### config.mk
export PLATFORM = sky130hd
export DESIGN_NAME = attack_sequencer
export DESIGN_NICKNAME = d
export VERILOG_FILES = /design/src/rtl/attack_sequencer_pkg.sv /design/src/rtl/edge_detect_rise.sv /design/src/rtl/attack_sequencer.sv
export SDC_FILE = /design/constraint.sdc
export NUM_CORES = 1
export LEC_CHECK = 0
export BUFFER_PORTS_ARGS = -buffer_cell sky130_fd_sc_hd__clkbuf_2
export CAP_MARGIN = 20
export CORE_ASPECT_RATIO = 0.7
export CORE_UTILIZATION = 30
export CTS_CLUSTER_SIZE = 20
export DETAILED_ROUTE_END_ITERATION = 8
export PLACE_DENSITY = 0.54
export SLEW_MARGIN = 25
export SYNTH_ARGS = -nofsm -noshare
export SYNTH_HDL_FRONTEND = slang
export SYNTH_SLANG_ARGS = --single-unit
### constraint.sdc
create_clock -name clk -period 4.4 [get_ports clk]
set_clock_uncertainty 0.05 [all_clocks]
set_input_delay 0.22 -clock clk [delete_from_list [all_inputs] [get_ports clk]]
set_output_delay 0.22 -clock clk [all_outputs]
set_load 0.01 [all_outputs]
### src/rtl/attack_sequencer_pkg.sv
// Shared encodings and constants for the attack sequencer.
package attack_sequencer_pkg;

  typedef enum logic [1:0] {
    PH_IDLE    = 2'd0,
    PH_WINDUP  = 2'd1,
    PH_ACTIVE  = 2'd2,
    PH_RECOVER = 2'd3
  } phase_e;

  typedef enum logic [1:0] {
    ST_LAUNCH = 2'd0,
    ST_ACK    = 2'd1,
    ST_RUN    = 2'd2
  } step_e;

  localparam int unsigned ACK_TIMEOUT = 4;
  localparam int unsigned ACK_CNT_W   = 2;

  function automatic logic [7:0] sat_inc8(input logic [7:0] v);
    return (v == 8'hFF) ? v : v + 8'd1;
  endfunction

endpackage

### src/rtl/edge_detect_rise.sv
// Rising-edge detector; history resets high so a level held through reset is not an event.
module edge_detect_rise (
  input  logic clk,
  input  logic rst_n,
  input  logic d_i,
  output logic rise_o
);

  logic prev_q;

  always_ff @(posedge clk or negedge rst_n) begin
    if (!rst_n) prev_q <= 1'b1;
    else        prev_q <= d_i;
  end

  assign rise_o = d_i & ~prev_q;

endmodule

### src/rtl/attack_sequencer.sv
// Attack phase sequencer driving a fraction-second timer: WINDUP -> ACTIVE -> RECOVER.
// Define ATTACK_COMBO_EN to let presses during ACTIVE chain further ACTIVE phases.
module attack_sequencer
  import attack_sequencer_pkg::*;
#(
  parameter int unsigned WINDUP_FRAC  = 4,
  parameter int unsigned ACTIVE_FRAC  = 6,
  parameter int unsigned RECOVER_FRAC = 3,
  parameter int unsigned MAX_COMBO    = 3
) (
  input  logic       clk,
  input  logic       reset,
  input  logic       attack_req,
  output logic       tmr_start,
  output logic [3:0] tmr_fraction,
  input  logic       tmr_running,
  input  logic       tmr_done,
  input  logic       tmr_halfway,
  output logic [1:0] phase,
  output logic       hitbox_en,
  output logic       busy,
  output logic [3:0] combo_depth,
  output logic [7:0] attack_count
);

  phase_e               phase_q, phase_d;
  step_e                step_q, step_d;
  logic [ACK_CNT_W-1:0] ack_cnt_q, ack_cnt_d;
  logic                 hit_q, hit_d;
  logic [3:0]           combo_q, combo_d;
  logic [7:0]           cnt_q, cnt_d;
  logic                 pend_q, pend_d;
  logic                 rise;
  logic                 pend_set;
  logic                 combo_go;

  edge_detect_rise u_edge (
    .clk    (clk),
    .rst_n  (reset),
    .d_i    (attack_req),
    .rise_o (rise)
  );

`ifdef ATTACK_COMBO_EN
  assign pend_set = (phase_q == PH_ACTIVE) && rise;
`else
  assign pend_set = 1'b0;
`endif
  // With combos disabled pend_q never sets, so combo_go stays low.
  assign combo_go = pend_q && (combo_q < 4'(MAX_COMBO));

  always_ff @(posedge clk or negedge reset) begin
    if (!reset) begin
      phase_q   <= PH_IDLE;
      step_q    <= ST_LAUNCH;
      ack_cnt_q <= '0;
      hit_q     <= 1'b0;
      combo_q   <= '0;
      cnt_q     <= '0;
      pend_q    <= 1'b0;
    end else begin
      phase_q   <= phase_d;
      step_q    <= step_d;
      ack_cnt_q <= ack_cnt_d;
      hit_q     <= hit_d;
      combo_q   <= combo_d;
      cnt_q     <= cnt_d;
      pend_q    <= pend_d;
    end
  end

  always_comb begin
    phase_d   = phase_q;
    step_d    = step_q;
    ack_cnt_d = ack_cnt_q;
    hit_d     = hit_q;
    combo_d   = combo_q;
    cnt_d     = cnt_q;
    pend_d    = pend_q;
    tmr_start = 1'b0;

    if (pend_set) pend_d = 1'b1;

    if (phase_q == PH_IDLE) begin
      if (rise) begin
        phase_d = PH_WINDUP;
        step_d  = ST_LAUNCH;
      end
    end else begin
      unique case (step_q)
        ST_LAUNCH: begin
          if (!tmr_running) begin
            tmr_start = 1'b1;
            step_d    = ST_ACK;
            ack_cnt_d = '0;
          end
        end
        ST_ACK: begin
          if (tmr_running) begin
            step_d = ST_RUN;
          end else if (ack_cnt_q == ACK_CNT_W'(ACK_TIMEOUT - 1)) begin
            // Timer never acknowledged: pulse start again.
            step_d    = ST_LAUNCH;
            ack_cnt_d = '0;
          end else begin
            ack_cnt_d = ack_cnt_q + 1'b1;
          end
        end
        ST_RUN: begin
          if (phase_q == PH_ACTIVE && tmr_halfway) hit_d = 1'b1;
          if (tmr_done) begin
            step_d = ST_LAUNCH;
            hit_d  = 1'b0;
            unique case (phase_q)
              PH_WINDUP: begin
                phase_d = PH_ACTIVE;
                combo_d = combo_q + 4'd1;
                pend_d  = 1'b0;
              end
              PH_ACTIVE: begin
                if (combo_go) begin
                  combo_d = combo_q + 4'd1;
                  pend_d  = 1'b0;
                end else begin
                  phase_d = PH_RECOVER;
                end
              end
              default: begin
                phase_d = PH_IDLE;
                combo_d = '0;
                pend_d  = 1'b0;
                cnt_d   = sat_inc8(cnt_q);
              end
            endcase
          end
        end
        default: step_d = ST_LAUNCH;
      endcase
    end
  end

  always_comb begin
    unique case (phase_q)
      PH_WINDUP:  tmr_fraction = 4'(WINDUP_FRAC);
      PH_ACTIVE:  tmr_fraction = 4'(ACTIVE_FRAC);
      PH_RECOVER: tmr_fraction = 4'(RECOVER_FRAC);
      default:    tmr_fraction = 4'd0;
    endcase
  end

  assign phase        = phase_q;
  assign busy         = (phase_q != PH_IDLE);
  assign hitbox_en    = hit_q;
  assign combo_depth  = combo_q;
  assign attack_count = cnt_q;

endmodule

==> impl_metrics.py, run 1 <==
metrics = {
    "sta": {
        "finalHoldViolCount": 0,
        "tightest_slew_ps": 517,
        "timing.slew.headroom": 0.656,
        "max_freq_ghz": 0.510,
        "setup_viol": 0,
        "period_needed_ps": 1960,
        "rsz0062_at_grt": "no",
        "min_period_over_period": 0.446,
        "drv_slew": 0,
        "timing.setup.tns_ps": 0,
    },
    "yosys": {
        "yosysTopAreaCell": "dfrtp_1",
        "synthCells": 106,
        "synth_edf_count": 0,
        "postSynthAreaPerCell_sq_um": 10.1,
        "synth.top_cell.area_share": 0.445,
        "yosysSeqAreaShare": 0.470,
        "synth-async-reset-ratio": 1.00,
        "synthFlopType": "dfrtp_1",
        "ys_types": 37,
        "syn_area_sq_um": 1070,
        "synth_area_leaders": "dfrtp_1 45%, ha_1 7.0%, nand2_1 6.0%",
        "yosys_warnings": 0,
        "ys_ff_latch": 20,
        "synth_nets": 118,
    },
    "placed_design": {
        "port_buffers": 25,
        "hpwlAfterDp_mm": 1.65,
        "gp_congestion": 0.764,
        "place_inst": 173,
    },
    "cells_and_area": {
        "fin_util": 0.394,
        "area_growth_pct": 21.0,
        "fin_nets": 145,
        "antenna_cells": 0,
        "mostFrequentLayoutCells": "25 x clkbuf_2, 19 x dfrtp_1, 17 x nand2_1",
        "final_common_cell": "clkbuf_2",
        "drive_above_1_share": 0.265,
        "fin_cells": 179,
    },
    "clock_network": {
        "cts-root-buf": "clkbuf_8",
        "cts_buffers": 3,
        "cts_sinks": 20,
        "htree_levels": 1,
        "cts_tree": "yes",
        "clockBufferDepth": 2,
        "insertion_delay_ps": 260,
        "post_cts_resize_count": 0,
        "clk_pin_slew_ps": 80,
    },
    "job": {
        "maxCapViolCount": 0,
    },
    "worst_setup_path": {
        "critPathLaunchType": "register",
        "critPathKind": "reg2reg",
        "cp.required_ps": 4500,
        "endpoint_kind": "register",
        "cp_max_fo": 11,
        "worstPathArrival_ps": 2060,
    },
    "floorplan": {
        "row_count": 17,
        "initial_core_util": 0.326,
        "fp.coreArea_sq_um": 3280,
        "die_h_um": 51.9,
        "die_x_um": 73.3,
        "num_io_pins": 27,
        "dieArea_sq_um": 3800,
    },
    "power_and_ir_drop": {
        "p_per_area_nw_per_um2": 585,
        "power.leakage_nw": 0.622,
        "ir_drop_v": 0.000264,
    },
    "drt": {
        "drt_iter0_drc": 43,
        "drc": 0,
        "wire_per_inst_um": 12.1,
        "vias": 809,
        "firstDrtPassIters": 4,
        "avgViaCountPerCell": 4.52,
        "totalWireLength_mm": 2.17,
        "final_antenna_net_count": 0,
    },
    "global_routing": {
        "grt_pass1_vias": 752,
        "grt.overflow.total": 0,
        "track_usage": 0.129,
        "grt_pass1_wl_mm": 3.60,
        "grt_start_max_net_pins": 21,
        "antenna_found_initial": 0,
    },
    "min_path": {
        "hold_path.class": "in2reg",
    },
    "status": {
        "outcome": "finished clean",
    },
}
==> metal layers <==
metal / track usage / wire [um] / vias to the layer above / part of all wire
li1: - / - / 415 / -
met4: 0.0288 / 10 / 0 / 0.0046
met2: 0.194 / 863 / 24 / 0.40
met5: 0 / 0 / - / 0
met1: 0.176 / 1160 / 366 / 0.53
met3: 0.0465 / 136 / 4 / 0.063
==> final timing paths <==
path / start / end / slack [ps] / cells after the start
max in group asynchronous: reset / u_edge.prev_q / 3520 / 2
min reg2reg: ack_cnt_q[1] / ack_cnt_q[1] / 450 / 2
min: tmr_running / step_q[0] / 240 / 3
max reg2reg: phase[0] / phase[1] / 2440 / 5
max: phase[0] / phase[1] / 2440 / 5
min in group asynchronous: reset / step_q[1] / 410 / 2
==> Yosys cell counts, drive strengths merged (2+ instances only) <==
cell type	number
inv	4
ha	6
nand2	17
xnor2	3
dfrtp	19
o21ai	6
clkbuf	2
or3	2
nor2b	2
o22ai	2
nand2b	3
nand4	2
buf	3
a21oi	2
nor2	9
nand3	5
mux2	4
==> worst max-delay path, cell delays in order, from the launching register on <==
cell and delay, ps:
dfrtp_1 400, inv_1 100, ha_1 370, nand4bb_4 260, a21boi_0 300, mux2_2 370
==> per-stage QoR <==
step	hold WS (ps)	power, mW	setup WS [ps]	area, sq um
2_1_floorplan	-126	0.528	2700	1070
3_3_place_gp	165	0.612	2500	1220
3_5_place_dp	172	0.622	2460	1220
4_1_cts	234	0.771	2430	1290
5_1_grt	248	0.821	2290	1290
6_report	239	0.755	2440	1290
==> logic make-up after synthesis <==
group	synth area share
AOI/OAI and AO/OA	0.0985
xor gates and xnor gates	0.0328
adders and majority gates	0.0703
buffers and inverters	0.0469
DFF	0.470
muxes	0.0516
other	0.00351
and+or+nand+nor	0.226
==> registers in the layout, indices dropped and copies added (netlist names) <==
name           count
ack_cnt_q          2
phase              2
hitbox_en          1
combo_depth        4
u_edge.prev_q      1
attack_count       8
step_q             2
==> report_power, final <==
group / internal (mW) / switching, mW / leakage [nW]
Clock: 0.0797 / 0.0624 / 0.0288
Combinational: 0.134 / 0.169 / 0.342
Sequential: 0.239 / 0.0705 / 0.251
Total: 0.453 / 0.301 / 0.622
==> final cells by class <==
type	count	area, sq um
Sequential cell	20	502
Tap cell	47	58.8
Fill cell	342	1980
Multi-Input combinational cell	77	515
Timing Repair Buffer	27	145
Inverter	4	15.0
Clock buffer	4	55.1
==> timing repair <==
item / in CTS / in global routing
endpoints found under the hold margin: 20 / 0
hold buffers: 2 / 0
setup buffers: 0 / 0
(Power assumes the default switching activity.)
==> run 2: changes to the inputs <==
--- a/config.mk
+++ b/config.mk
@@ -5,13 +5,14 @@
 export SDC_FILE = /design/constraint.sdc
 export NUM_CORES = 1
 export LEC_CHECK = 0
+export ABC_AREA = 1
 export BUFFER_PORTS_ARGS = -buffer_cell sky130_fd_sc_hd__clkbuf_2
 export CAP_MARGIN = 20
 export CORE_ASPECT_RATIO = 0.7
 export CORE_UTILIZATION = 30
 export CTS_CLUSTER_SIZE = 20
 export DETAILED_ROUTE_END_ITERATION = 8
-export PLACE_DENSITY = 0.54
+export PLACE_DENSITY = 0.55
 export SLEW_MARGIN = 25
 export SYNTH_ARGS = -nofsm -noshare
 export SYNTH_HDL_FRONTEND = slang
==> constraint.sdc (replaced) <==
create_clock -name clk -period 1.7 [get_ports clk]
set_clock_uncertainty 0.05 [all_clocks]
set_input_delay 0.085 -clock clk [delete_from_list [all_inputs] [get_ports clk]]
set_output_delay 0.085 -clock clk [all_outputs]
set_load 0.01 [all_outputs]
==> run 2 against run 1 <==
Net effect:
- area after synthesis up 15%
- synthesized cell count up 47%
- count of clock-buffer cells in the layout unchanged
- critical path type is now reg2out
- first-iteration DRC count down 19%
- global-route usage down 0.13 points
- sequential share of layout area down 5.5 points
- largest cell class unchanged
==> impl_metrics.py, run 2 <==
metrics = {
    "sta": {
        "timing.setup.tns_ps": 0,
        "hold_ws_ps": 41.0,
        "setup_viol": 0,
        "finalHoldViolCount": 0,
        "max_freq_ghz": 0.655,
        "timing.slew.headroom": 0.663,
        "drv_slew": 0,
        "rsz0062_at_grt": "no",
        "min_period_over_period": 0.898,
        "tightest_slew_ps": 506,
        "period_needed_ps": 1530,
    },
    "global_routing": {
        "antenna_found_initial": 0,
        "grt_start_max_net_pins": 21,
        "track_usage": 0.127,
        "grt_pass1_vias": 935,
        "grt_pass1_wl_mm": 4.40,
        "grt.overflow.total": 0,
    },
    "yosys": {
        "synth_nets": 168,
        "postSynthAreaPerCell_sq_um": 7.88,
        "synthTopCellsByCount": "51 x nand2_1, 19 x dfrtp_1, 17 x inv_1",
        "yosysTopAreaCell": "dfrtp_1",
        "synth.top_cell.area_share": 0.387,
        "synth_top_family_by_area": "simple AND/OR/NAND/NOR gates",
        "yosysSeqAreaShare": 0.408,
        "yosys_warnings": 0,
        "ys_types": 27,
        "synthSimpleGateAreaFrac": 0.353,
        "syn_area_sq_um": 1230,
        "synthFlopType": "dfrtp_1",
        "ys_ff_latch": 20,
        "synth-compound-area-share": 0.0651,
        "synth-xor-area-share": 0.0214,
        "yosysMostFrequentCell": "nand2_1",
        "synth_area_leaders": "dfrtp_1 39%, nand2_1 16%, ha_1 6.1%",
        "synth_edf_count": 0,
        "synthCells": 156,
        "synth-async-reset-ratio": 1.00,
        "synth_fa_ha_area_frac": 0.0610,
        "synth_mux_area_frac": 0.00814,
    },
    "job": {
        "maxCapViolCount": 0,
    },
    "worst_setup_path": {
        "worstPathArrival_ps": 1390,
        "regToRegEndpoint": "attack_count[7]",
        "reg2reg_from": "phase[0]",
        "critPathBufInv": 4,
        "reg2regPathDepth": 8,
        "crit_chain": "inv_1, ha_2, inv_4, nand3_1, inv_1, clkbuf_2",
        "crit_path_max_incr_delay_ps": 400,
        "critPathLaunchType": "register",
        "cp.required_ps": 1560,
        "critPathMostFrequentCell": "inv_1",
        "cp_num_cells": 6,
        "crit_family": "flip-flops",
        "endpoint_kind": "output port",
        "cp_max_fo": 7,
        "critPathKind": "reg2out",
        "regToRegSetupSlack_ps": 210,
        "slowest_stage": "dfrtp_1",
    },
    "drt": {
        "final_antenna_net_count": 0,
        "firstDrtPassIters": 4,
        "drc": 0,
        "drt_iter0_drc": 35,
        "totalWireLength_mm": 2.45,
        "vias": 1047,
        "avgViaCountPerCell": 4.36,
        "wire_per_inst_um": 10.2,
    },
    "placed_design": {
        "hpwlAfterDp_mm": 1.89,
        "gp_congestion": 0.820,
        "port_buffers": 25,
    },
    "clock_network": {
        "cts_tree": "yes",
        "htree_levels": 1,
        "clockBufferDepth": 2,
        "cts_sinks": 20,
        "cts_buffers": 3,
        "cts_setup_buffers": 0,
        "clk_pin_slew_ps": 70,
        "insertion_delay_ps": 260,
        "cts-root-buf": "clkbuf_8",
    },
    "cells_and_area": {
        "final_common_cell": "nand2_1",
        "drive_above_1_share": 0.255,
        "antenna_cells": 0,
        "largest_reg_flops": 8,
        "fillers": 416,
        "area_growth_pct": 22.4,
        "fin_nets": 201,
        "mostFrequentLayoutCells": "51 x nand2_1, 25 x clkbuf_2, 19 x dfrtp_1",
    },
    "floorplan": {
        "die_h_um": 55.6,
        "num_io_pins": 27,
        "dieArea_sq_um": 4360,
        "fp.coreArea_sq_um": 3920,
        "row_count": 19,
        "initial_core_util": 0.314,
        "die_x_um": 78.5,
    },
    "power_and_ir_drop": {
        "ir_drop_v": 0.000648,
        "power.leakage_nw": 0.799,
        "p_per_area_nw_per_um2": 1410,
    },
    "min_path": {
        "hold_path.class": "in2reg",
        "hold_end": "hitbox_en",
        "min_path_cells": 3,
        "min_from": "tmr_halfway",
    },
    "status": {
        "outcome": "finished clean",
    },
}
## run 2: where the power goes
part           total (mW)  switching [mW]  internal [mW]
combinational        1.02           0.620          0.402
sequential          0.750           0.141          0.609
clock               0.357           0.151          0.206
total                2.13           0.912           1.22
## run 2: tightest hold or removal path: stages
cell	delay [ps]
clkbuf_2	80
nand4_1	80
a21oi_1	60
## run 2: metal layers
metal  up-vias  global-route usage  part of all wire
met4         0              0.0159            0.0057
met1       470               0.198              0.53
met5         -                   0                 0
met2        23               0.175              0.42
met3         2              0.0393             0.041
li1        552                   -                 -
## run 2: area by class of cell
class	count	area (sq um)	area share
Multi-Input combinational cell	113	632	0.420
Timing Repair Buffer	30	168	0.111
Inverter	21	83.8	0.0557
Sequential cell	20	502	0.333
Clock buffer	4	55.1	0.0366
Tap cell	52	65.1	0.0432
## run 2: how the worst max path moves through the flow
stage | start | end | slack (ps)
3_3_place_gp | phase[0] | attack_count[0] | 170
5_1_grt | phase[0] | tmr_start | 60
6_report | phase[0] | tmr_start | 170
3_5_place_dp | phase[0] | attack_count[0] | 130
4_1_cts | phase[0] | tmr_start | 70
2_1_floorplan | phase[0] | attack_count[4] | 200
## run 2: metrics by stage
step / power [mW] / cell area, sq um / utilization / setup WS, ps / std cells
floorplan: 1.44 / 1230 / - / 195 / 156
global placement: 1.78 / 1430 / 0.364 / 168 / 234
detailed placement: 1.77 / 1430 / 0.364 / 128 / 234
CTS: 2.15 / 1500 / 0.383 / 72.5 / 240
global route: 2.33 / 1510 / 0.384 / 56.4 / 240
finish: 2.13 / 1510 / 0.384 / 174 / 240
## run 2: cell families (layout without fill, tap and decap cells)
kind of cell / count (synthesis) / in the layout
AOI/OAI and AO/OA: 13 / 13
xor gates and xnor gates: 3 / 3
adders and majority gates: 6 / 6
buffers and inverters: 23 / 55
DFF: 20 / 20
muxes: 1 / 1
other: 1 / 1
and+or+nand+nor: 89 / 89
## run 2: timing repair
action | CTS | global route
hold buffers | 2 | 0
endpoints found under the hold margin | 20 | 0
setup endpoints to repair | 0 | 7
gates resized for setup | 0 | 1
==> run 3: changes to the inputs <==
--- a/config.mk
+++ b/config.mk
@@ -8,11 +8,13 @@
 export ABC_AREA = 1
 export BUFFER_PORTS_ARGS = -buffer_cell sky130_fd_sc_hd__clkbuf_2
 export CAP_MARGIN = 20
+export CELL_PAD_IN_SITES_DETAIL_PLACEMENT = 1
+export CELL_PAD_IN_SITES_GLOBAL_PLACEMENT = 1
 export CORE_ASPECT_RATIO = 0.7
 export CORE_UTILIZATION = 30
 export CTS_CLUSTER_SIZE = 20
 export DETAILED_ROUTE_END_ITERATION = 8
-export PLACE_DENSITY = 0.55
+export PLACE_DENSITY = 0.7
 export SLEW_MARGIN = 25
 export SYNTH_ARGS = -nofsm -noshare
 export SYNTH_HDL_FRONTEND = slang
==> run 3 against run 2 <==
Net effect:
- register-to-register slack got worse by 60 ps
- non-clock buffer count is 1 lower
- critical path type unchanged
- global-route usage up 2.7 points
- combinational power barely moved
- worst hold slack lost 16 ps
- wire length is 25% higher
- clock power is 8.1% lower
- via count grew 5.6%
- sequential share of layout area rose by 0.39 points
- critical path depth unchanged
==> impl_metrics.py, run 3 (same netlist as run 2, synthesis figures left out) <==
metrics = {
    "status": {
        "outcome": "finished clean",
    },
    "job": {
        "maxCapViolCount": 0,
    },
    "worst_setup_path": {
        "critPathMostFrequentCell": "inv_1",
        "endpoint_kind": "output port",
        "worstPathArrival_ps": 1410,
        "critPathBufInv": 4,
        "crit_family": "flip-flops",
        "cp.required_ps": 1560,
        "crit_path_max_incr_delay_ps": 400,
        "reg2reg_from": "phase[0]",
        "crit_chain": "inv_1, ha_2, inv_4, nand3_1, inv_1, clkbuf_2",
        "reg2regPathDepth": 7,
        "regToRegSetupSlack_ps": 150,
        "slowest_stage": "dfrtp_1",
        "regToRegEndpoint": "attack_count[4]",
        "critPathKind": "reg2out",
        "cp_max_fo": 7,
        "critPathLaunchType": "register",
    },
    "sta": {
        "rsz0062_at_grt": "no",
        "setup_viol": 0,
        "min_period_over_period": 0.912,
        "timing.slew.headroom": 0.639,
        "finalHoldViolCount": 0,
        "period_needed_ps": 1550,
        "timing.setup.tns_ps": 0,
        "drv_slew": 0,
        "tightest_slew_ps": 542,
        "max_freq_ghz": 0.645,
    },
    "cells_and_area": {
        "ff_latch_area_sq_um": 502,
        "design_area_sq_um": 1490,
        "antenna_cells": 0,
        "area_growth_pct": 21.0,
        "largest_reg_flops": 8,
        "final_common_cell": "nand2_1",
        "multi_input_area_sq_um": 632,
        "fin_util": 0.379,
        "fillers": 501,
        "fin_nets": 200,
        "mostFrequentLayoutCells": "51 x nand2_1, 25 x clkbuf_2, 19 x dfrtp_1",
        "drive_above_1_share": 0.246,
    },
    "floorplan": {
        "num_io_pins": 27,
        "die_h_um": 55.6,
        "initial_core_util": 0.314,
        "fp.coreArea_sq_um": 3920,
        "dieArea_sq_um": 4360,
        "row_count": 19,
        "die_x_um": 78.5,
    },
    "global_routing": {
        "track_usage": 0.154,
        "antenna_found_initial": 0,
        "grt.overflow.total": 0,
        "grt_pass1_vias": 1162,
        "grt_pass1_wl_mm": 5.35,
        "grt_start_max_net_pins": 21,
    },
    "drt": {
        "drt_iter0_drc": 51,
        "firstDrtPassIters": 2,
        "totalWireLength_mm": 3.06,
        "drc": 0,
        "wire_per_inst_um": 12.8,
        "avgViaCountPerCell": 4.63,
        "vias": 1106,
        "final_antenna_net_count": 0,
    },
    "placed_design": {
        "gp_congestion": 0.821,
        "hpwlAfterDp_mm": 2.42,
        "placed_area_sq_um": 1420,
        "port_buffers": 25,
    },
    "clock_network": {
        "clockBufferDepth": 2,
        "htree_levels": 1,
        "clk_pin_slew_ps": 80,
        "cts_tree": "yes",
        "cts_buffers": 3,
        "cts_sinks": 20,
        "insertion_delay_ps": 260,
        "cts-root-buf": "clkbuf_8",
    },
    "min_path": {
        "min_path_cells": 3,
        "hold_path.class": "in2reg",
        "min_from": "tmr_halfway",
        "hold_end": "hitbox_en",
    },
    "power_and_ir_drop": {
        "power.leakage_nw": 0.788,
        "p_per_area_nw_per_um2": 1430,
        "ir_drop_v": 0.000744,
    },
}
==> run 3: cell count changes in the layout (fill, tap and decap cells not counted) <==
| cell | change |
|---|---|
| clkbuf_1 | +1 |
| buf_4 | -1 |
| clkbuf_8 | -1 |
==> run 3: layout make-up <==
cell class,count,area share
Timing Repair Buffer,29,0.108
Inverter,21,0.0563
Tap cell,52,0.0437
Sequential cell,20,0.337
Clock buffer,4,0.0303
Multi-Input combinational cell,113,0.425
==> run 3: how the worst max path moves through the flow <==
stage             start              end  slack [ps]  cells after the start
2_1_floorplan  phase[0]  attack_count[4]         200                      8
3_3_place_gp   phase[0]  attack_count[4]         170                      9
5_1_grt        phase[0]         phase[1]           9                      8
6_report       phase[0]        tmr_start         150                      6
4_1_cts        phase[0]        tmr_start          40                      6
3_5_place_dp   phase[0]  attack_count[4]          80                      9
==> run 3: routing by layer <==
layer  wire length, um  GRT usage  up-vias
li1                  -          -      549
met1              1470      0.207      546
met2              1510      0.262        9
met3                64     0.0344        2
met4                17     0.0159        0
met5                 0          0        -
==> run 3: per-stage QoR <==
| stage | worst slack [ps] | cells | hold slack [ps] | power, mW |
|---|---|---|---|---|
| finish | 150 | 239 | 24.5 | 2.13 |
| CTS | 42.6 | 239 | 26.1 | 2.17 |
| global placement | 172 | 233 | 36.8 | 1.76 |
| global route | 8.93 | 239 | 56.5 | 2.32 |
| floorplan | 195 | 156 | -261 | 1.44 |
| detailed placement | 75.0 | 233 | 52.8 | 1.82 |
==> run 3: repair_timing <==
| item | CTS | global route |
|---|---|---|
| gates resized for setup | 0 | 1 |
| hold endpoints to repair | 20 | 0 |
| endpoints found under the setup margin | 0 | 11 |
| hold buffers | 2 | 0 |
| buffers inserted | 0 | 0 |
==> run 3: report_power, final <==
| part | internal (mW) | total (mW) | switching (mW) |
|---|---|---|---|
| Sequential | 0.608 | 0.762 | 0.153 |
| Clock | 0.167 | 0.328 | 0.161 |
| Combinational | 0.391 | 1.04 | 0.653 |
| Total | 1.17 | 2.13 | 0.967 |
==> run 3: tightest hold or removal path: cells and delay by family <==
family                 cells  cell delay, ps
and+or+nand+nor            1              70
AOI/OAI and AO/OA          1              60
buffers and inverters      1              80
